$ cat src/rtl/onehot_ring_if.sv
// Request/status bundle for the one-hot ring sequencer.
// master drives requests and observes status; slave is the sequencer side.
interface onehot_ring_if #(
    parameter int unsigned N_STATES = 7,
    parameter int unsigned IW       = $clog2(N_STATES)
) ();
    logic                adv;
    logic                dir;
    logic                load;
    logic [IW-1:0]       load_idx;
    logic [N_STATES-1:0] state;
    logic [IW-1:0]       idx;
    logic                out;
    logic                wrap;
    logic                err;

    modport master (
        output adv, dir, load, load_idx,
        input  state, idx, out, wrap, err
    );

    modport slave (
        input  adv, dir, load, load_idx,
        output state, idx, out, wrap, err
    );
endinterface

$ cat src/rtl/onehot_ring_fsm.sv
// One-hot ring sequencer with load, bidirectional advance, wrap pulse and Moore decode.
// Define ONEHOT_RING_ERR_EN to add illegal-state detection and the sticky err flag.
module onehot_ring_fsm #(
    parameter int unsigned         N_STATES = 7,
    parameter logic [N_STATES-1:0] OUT_MASK = N_STATES'(1) | (N_STATES'(1) << (N_STATES - 1)),
    parameter int unsigned         IW       = $clog2(N_STATES)
) (
    input  logic               clk,
    input  logic               rst_n,
    onehot_ring_if.slave       bus
);

    localparam logic [IW-1:0] LAST_IDX    = IW'(N_STATES - 1);
    // With only two states every step crosses the ring seam in both directions.
    localparam bit            RING_OF_TWO = (N_STATES == 2);

    logic [N_STATES-1:0] state_q, state_d;
    logic [IW-1:0]       idx_q, idx_d;
    logic                wrap_q, wrap_d;
    logic                out_q, out_d;
    logic                load_ok_c;
    logic                at_last_c;
    logic                at_first_c;

`ifdef ONEHOT_RING_ERR_EN
    logic                err_q, err_d;
    logic                legal_c;
`endif

    // Next-state: load > adv > hold, index kept in binary and re-encoded to one-hot.
    always_comb begin
        load_ok_c  = 32'(bus.load_idx) < N_STATES;
        at_last_c  = (idx_q == LAST_IDX);
        at_first_c = (idx_q == '0);
        idx_d      = idx_q;
        wrap_d     = 1'b0;

        if (bus.load) begin
            if (load_ok_c) begin
                idx_d = bus.load_idx;
            end
        end else if (bus.adv) begin
            if (!bus.dir) begin
                idx_d  = at_last_c ? '0 : idx_q + IW'(1);
                wrap_d = at_last_c || RING_OF_TWO;
            end else begin
                idx_d  = at_first_c ? LAST_IDX : idx_q - IW'(1);
                wrap_d = at_first_c || RING_OF_TWO;
            end
        end

`ifdef ONEHOT_RING_ERR_EN
        legal_c = (state_q != '0) && ((state_q & (state_q - N_STATES'(1))) == '0);
        err_d   = err_q;
        if (!legal_c) begin
            idx_d  = '0;
            wrap_d = 1'b0;
            err_d  = 1'b1;
        end
`endif

        state_d = N_STATES'(1) << idx_d;
        out_d   = |(state_d & OUT_MASK);
    end

    always_ff @(posedge clk) begin
        if (!rst_n) begin
            state_q <= N_STATES'(1);
            idx_q   <= '0;
            wrap_q  <= 1'b0;
            out_q   <= OUT_MASK[0];
`ifdef ONEHOT_RING_ERR_EN
            err_q   <= 1'b0;
`endif
        end else begin
            state_q <= state_d;
            idx_q   <= idx_d;
            wrap_q  <= wrap_d;
            out_q   <= out_d;
`ifdef ONEHOT_RING_ERR_EN
            err_q   <= err_d;
`endif
        end
    end

    assign bus.state = state_q;
    assign bus.idx   = idx_q;
    assign bus.wrap  = wrap_q;
    assign bus.out   = out_q;
`ifdef ONEHOT_RING_ERR_EN
    assign bus.err   = err_q;
`else
    assign bus.err   = 1'b0;
`endif

endmodule

$ cat src/flat_wrapper.sv
// flat-port wrapper written by rule: the top's interface ports become plain ports
module onehot_ring_fsm_flat 
#(
    parameter int unsigned         N_STATES = 7,
    parameter logic [N_STATES-1:0] OUT_MASK = N_STATES'(1) | (N_STATES'(1) << (N_STATES - 1)),
    parameter int unsigned         IW       = $clog2(N_STATES)
)
  (clk, rst_n, bus_adv, bus_dir, bus_load, bus_load_idx, bus_state, bus_idx, bus_out, bus_wrap, bus_err);
  onehot_ring_if #(.N_STATES(N_STATES), .IW(IW)) bus_i ();
  input  logic clk;
  input  logic rst_n;
  input wire logic [$bits(bus_i.adv)-1:0] bus_adv;
  input wire logic [$bits(bus_i.dir)-1:0] bus_dir;
  input wire logic [$bits(bus_i.load)-1:0] bus_load;
  input wire logic [$bits(bus_i.load_idx)-1:0] bus_load_idx;
  output wire logic [$bits(bus_i.state)-1:0] bus_state;
  output wire logic [$bits(bus_i.idx)-1:0] bus_idx;
  output wire logic [$bits(bus_i.out)-1:0] bus_out;
  output wire logic [$bits(bus_i.wrap)-1:0] bus_wrap;
  output wire logic [$bits(bus_i.err)-1:0] bus_err;
  assign bus_i.adv = bus_adv;
  assign bus_i.dir = bus_dir;
  assign bus_i.load = bus_load;
  assign bus_i.load_idx = bus_load_idx;
  assign bus_state = bus_i.state;
  assign bus_idx = bus_i.idx;
  assign bus_out = bus_i.out;
  assign bus_wrap = bus_i.wrap;
  assign bus_err = bus_i.err;
  onehot_ring_fsm #(.N_STATES(N_STATES), .OUT_MASK(OUT_MASK), .IW(IW)) u_core (.clk(clk), .rst_n(rst_n), .bus(bus_i));
endmodule
$ cat config.mk
export PLATFORM = sky130hd
export DESIGN_NAME = onehot_ring_fsm_flat
export DESIGN_NICKNAME = d
export VERILOG_FILES = /design/src/rtl/onehot_ring_if.sv /design/src/rtl/onehot_ring_fsm.sv /design/src/flat_wrapper.sv
export SDC_FILE = /design/constraint.sdc
export NUM_CORES = 1
export LEC_CHECK = 0
export ABC_CLOCK_PERIOD_IN_PS = 3750
export CAP_MARGIN = 5
export CORE_MARGIN = 5
export CORE_UTILIZATION = 45
export CTS_CLUSTER_SIZE = 16
export DETAILED_ROUTE_END_ITERATION = 7
export PLACE_DENSITY = 0.78
export SLEW_MARGIN = 20
export SYNTH_ARGS = -nofsm -noshare
export SYNTH_HDL_FRONTEND = slang
export SYNTH_SLANG_ARGS = --single-unit
$ cat constraint.sdc
create_clock -name clk -period 3.75 [get_ports clk]
set_input_delay 0.75 -clock clk [delete_from_list [all_inputs] [get_ports clk]]
set_output_delay 0.75 -clock clk [all_outputs]
set_load 0.03 [all_outputs]
* After elaboration in Yosys (flattened, before gate mapping)
Index checks and enable logic that the tools add are counted. W data, S select, Z words.
Word-level totals: register bits after elaboration 12, input port bits 8, output and inout bits 13, logic and storage cells 21
Operators by class: add/subtract/negate cells 2, magnitude comparators 1, equality and inequality tests 1, shifts and indexed selects 1, muxes and demuxes 7, bitwise gates (word level) 2, reductions and logical operators 3
Operator list (count):
- $mux W3 | 6
- $shl A1 B3 Y7 const A | 1
- $add A3 B1 Y3 const B | 1
- $eq A3 B3 Y1 const B | 1
- $logic_not A3 Y1 | 1
- $lt A3 B3 Y1 const B | 1
- $reduce_or A3 Y1 | 1
- $sub A3 B1 Y3 const B | 1
- $not A1 Y1 | 2
- $reduce_or A2 Y1 | 1
- $mux W1 | 1

* Depth between registers and ports, before layout
depth after elaboration 7, mapped depth 8, mapped depth without buffers 7

* Worst setup path before layout
No wires, ideal clock.
path kind register -> register, start point register u_core.idx_q[0], in the netlist u_core.bus.idx[0], end point register u_core.out_q, in the netlist u_core.bus.out, setup time 0.132 ns, arrival time 1.874 ns, data required time 3.618 ns, path slack 1.744 ns, stages on the path, launching flop included 9, path buffers 1, period minus slack after synthesis 2.006 ns, cell sequence dfxtp_1 > inv_1 > ha_1 > o21ai_0 > nand2_1 > a311o_2 > buf_6 > xnor2_1 > o21ai_2
Between the ends: word-level cells in the longest chain between the ends 7, elaborated cells between the ends (all ways) 12, those cells by class 2 x add/sub; 1 x eq/ne; 1 x shift; 6 x mux; 2 x reduce/logical
Ends and longest elaborated chain:
- start, declared | line onehot_ring_fsm.sv:18 | logic [IW-1:0] idx_q, idx_d;
- start signal, assigned | line onehot_ring_fsm.sv:77 | idx_q <= idx_d;
- $add A3 B1 Y3, or another cell as far along | line onehot_ring_fsm.sv:44 | idx_d = at_last_c ? '0 : idx_q + IW'(1);
- $mux W3 (on tied branches) | line onehot_ring_fsm.sv:44, onehot_ring_fsm.sv:47
- $mux W3 | line onehot_ring_fsm.sv:43 | if (!bus.dir) begin
- $mux W3 | line onehot_ring_fsm.sv:42 | end else if (bus.adv) begin
- $mux W3 (*) | line onehot_ring_fsm.sv:38 | if (bus.load) begin
- $shl A1 B3 Y7 (*) | line onehot_ring_fsm.sv:62 | state_d = N_STATES'(1) << idx_d;
- $reduce_or A2 Y1 (*) | line onehot_ring_fsm.sv:63 | out_d = |(state_d & OUT_MASK);
- end signal, assigned | line onehot_ring_fsm.sv:71 | out_q <= OUT_MASK[0];
- end signal, assigned | line onehot_ring_fsm.sv:79 | out_q <= out_d;
- end, declared | line onehot_ring_fsm.sv:20 | logic out_q, out_d;
Mark *: on every way between the ends. The rest lies on a longest branch, timed or not. A chain may end at the register's enable or synchronous reset.

* Final worst setup path
start point register u_core.idx_q[2], in the netlist u_core.bus.idx[2], end point output bus_idx[2]
RTL lines:
- end, declared | line flat_wrapper.sv:17 | output wire logic [$bits(bus_i.idx)-1:0] bus_idx;
No word-level cell between the ends.

==> results.sh <==
export IMPL_clock_tree_buffer_depth=2
export IMPL_setup_viol=0
export IMPL_fp_dieW_um=47.03
export IMPL_routed_wirelength_um=1348
export IMPL_max_stage_delay_ps=740
export IMPL_pin_count=21
export IMPL_grt_use_total_pct=14.05
export IMPL_start_util_pct=47.40
export IMPL_drt_iter0_drc=16
export IMPL_crit_type="flop to primary output"
export IMPL_synth_seq_cells=12
export IMPL_clk_latency_ps=260
export IMPL_vias=566
export IMPL_finalPower_uw=331.7
export IMPL_vias_per_cell=5.241
export IMPL_max_cap_violations=0
export IMPL_crit_family="buffers and inverters"
export IMPL_mappedNetlistArea_um2=616.8
export IMPL_synth_distinct_cells=27
export IMPL_cts_tree="yes"
export IMPL_die_h_um=47.03
export IMPL_startpoint_type="flop"
export IMPL_cts_sinks=12
export IMPL_cp_arrival_ps=1480
export IMPL_period_share_pct=59.45
export IMPL_maxSlewViolCount=0
export IMPL_grt_setup_unrepaired="no"
export IMPL_yosysSeqAreaShare_pct=38.95
export IMPL_syn_inst=72
export IMPL_final_core_util_pct=64.81
export IMPL_wl_per_cell_um=12.48
export IMPL_min_period_ps=2229
export IMPL_clk_pin_slew_ps=70
export IMPL_drive_above_1_share_pct=8.602
export IMPL_worst_path_max_delay_cell="clkdlybuf4s50_1"
export IMPL_multi_input_area_um2=335.3
export IMPL_final_hold_violation_count=0
export IMPL_ctsHtreeMaxLevel=1
export IMPL_nets=107
export IMPL_num_fill_cells=117
export IMPL_worstPathRequired_ps=3000
export IMPL_synth_yosys_warnings=0
export IMPL_worst_slew_pin_slew_ps=573.6
export IMPL_cts_buffers=3
export IMPL_area_delta_synth_final_pct=36.71
export IMPL_cts_resized_gates=0
export IMPL_cts_hold_buf=0
export IMPL_ir_worst_vdd_v=0.0003268
export IMPL_power_density_nw_per_um2=393.4
export IMPL_avgSynthCellArea_um2=8.567
export IMPL_critical_path_cell_chain="clkdlybuf4s50_1"
export IMPL_seqCellArea_um2=240.2
export IMPL_path_buf_inv=1
export IMPL_antenna_found_initial=0
export IMPL_grt_max_degree=10
export IMPL_portBuffers=19
export IMPL_fin_skew_ps=2.219
export IMPL_drcViolationCount=0
export IMPL_antenna_left=0
export IMPL_syn_nets=85
export IMPL_postCtsSetupBuffers=0
export IMPL_slew_headroom_pct=61.70
export IMPL_hpwl_um=1066
export IMPL_core_area_um2=1301
export IMPL_cts_root_buf="clkbuf_4"
export IMPL_cp_end_kind="primary output"
export IMPL_status="finished clean"
export IMPL_grt_pass1_wl_um=2242
export IMPL_path_max_fanout=9
export IMPL_fp_dieArea_um2=2211
export IMPL_placementRows=13
export IMPL_diodes=0
export IMPL_first_global_vias=554
export IMPL_power_leakage_uw=0.0003499
export IMPL_fmax_mhz=448.6
export IMPL_hold_path_class="flop to flop"
export IMPL_grt_overflow=0
export IMPL_firstDrtPassIters=4
export IMPL_routabilityCongestion=0.8433
export IMPL_setup_tns_ps=0
where the power goes:
group	total [uW]	switching, uW	internal, uW	leakage [uW]
clock network	98.3	39.3	58.9	0.0000210
logic	90.2	51.7	38.6	0.000230
registers	143	6.79	136	0.0000986
Yosys cell counts:
cell type	number	share of area, %
inv_1	6	3.7
nand2b_1	1	1.0
and2_1	2	2.0
nor2_1	4	2.4
o21ai_2	1	1.4
dfxtp_1	12	39
buf_4	1	1.2
o311ai_1	1	1.4
ha_1	5	10
o211ai_1	1	1.2
nor3b_1	2	2.4
o21ai_0	4	3.2
buf_6	1	1.8
xnor2_1	1	1.4
nand3_1	1	0.81
and3_1	2	2.0
conb_1	1	0.61
a211oi_2	1	2.0
o311ai_2	1	2.6
nor2b_1	4	4.1
nand2_1	13	7.9
or3_1	1	1.0
nand3b_1	1	1.2
o22ai_1	1	1.0
nor3_1	2	1.6
a21oi_1	1	0.81
a311o_2	1	1.8
placed cells by master, fill, tap and decap left out, types with 2 or more instances in the layout:
master	n
and2_1	2
and3_1	2
clkbuf_4	3
clkdlybuf4s50_1	19
dfxtp_1	12
ha_1	5
inv_1	6
nand2_1	13
nor2_1	4
nor2b_1	4
nor3_1	2
nor3b_1	2
o21ai_0	4
metrics by stage:
step	cells	area, um^2	setup WS [ps]	hold WS (ps)
3_5_place_dp	104	807.0	1333	793.8
3_3_place_gp	104	807.0	1444	797.7
4_1_cts	108	843.3	1501	811.6
2_1_floorplan	72	616.8	1744	809.2
6_report	108	843.3	1521	806.4
5_1_grt	108	843.3	1436	884.8
sequential cells by signal, summed over array words and instances (netlist names):
register and flops:
u_core.bus.wrap 1, u_core.bus.idx 3, u_core.bus.out 1, u_core.bus.state 7
layout make-up:
class | count | share of cell area (%)
timing repair buffer | 19 | 22.55
tap | 15 | 2.226
sequential | 12 | 28.49
clock buffer | 4 | 4.303
multi-input combinational | 52 | 39.76
inverter | 6 | 2.671
logic make-up (layout without fill, tap and decap cells):
| family | after synthesis | after routing | synth area share (%) |
|---|---|---|---|
| compound gates | 12 | 12 | 15.62 |
| xor+xnor | 1 | 1 | 1.420 |
| fa+ha+maj | 5 | 5 | 10.14 |
| buf+inv | 8 | 29 | 6.694 |
| flops | 12 | 12 | 38.95 |
| other cells | 1 | 1 | 0.6079 |
| simple gates | 33 | 33 | 26.57 |
worst paths after layout:
path	startpoint	end	slack [ps]	cells after the start
setup / recovery	u_core.bus.idx[2]$_SDFF_PN0_	bus_idx[2]	1520	1
hold / removal	u_core.bus.idx[2]$_SDFF_PN0_	u_core.bus.wrap$_SDFF_PP0_	810	3
hold reg to reg	u_core.bus.idx[2]$_SDFF_PN0_	u_core.bus.wrap$_SDFF_PP0_	810	3
setup reg to reg	u_core.bus.idx[0]$_SDFF_PN0_	u_core.bus.out$_SDFF_PN1_	1790	7
metal layers:
metal | up-vias | track usage (%) | routed length [um]
met2 | 21 | 22.49 | 712
li1 | 286 | - | -
met1 | 259 | 18.14 | 528
met5 | - | 0 | 0
met3 | 0 | 4.981 | 107
met4 | 0 | 3.315 | 0
Power figures use the tool's default switching activity.
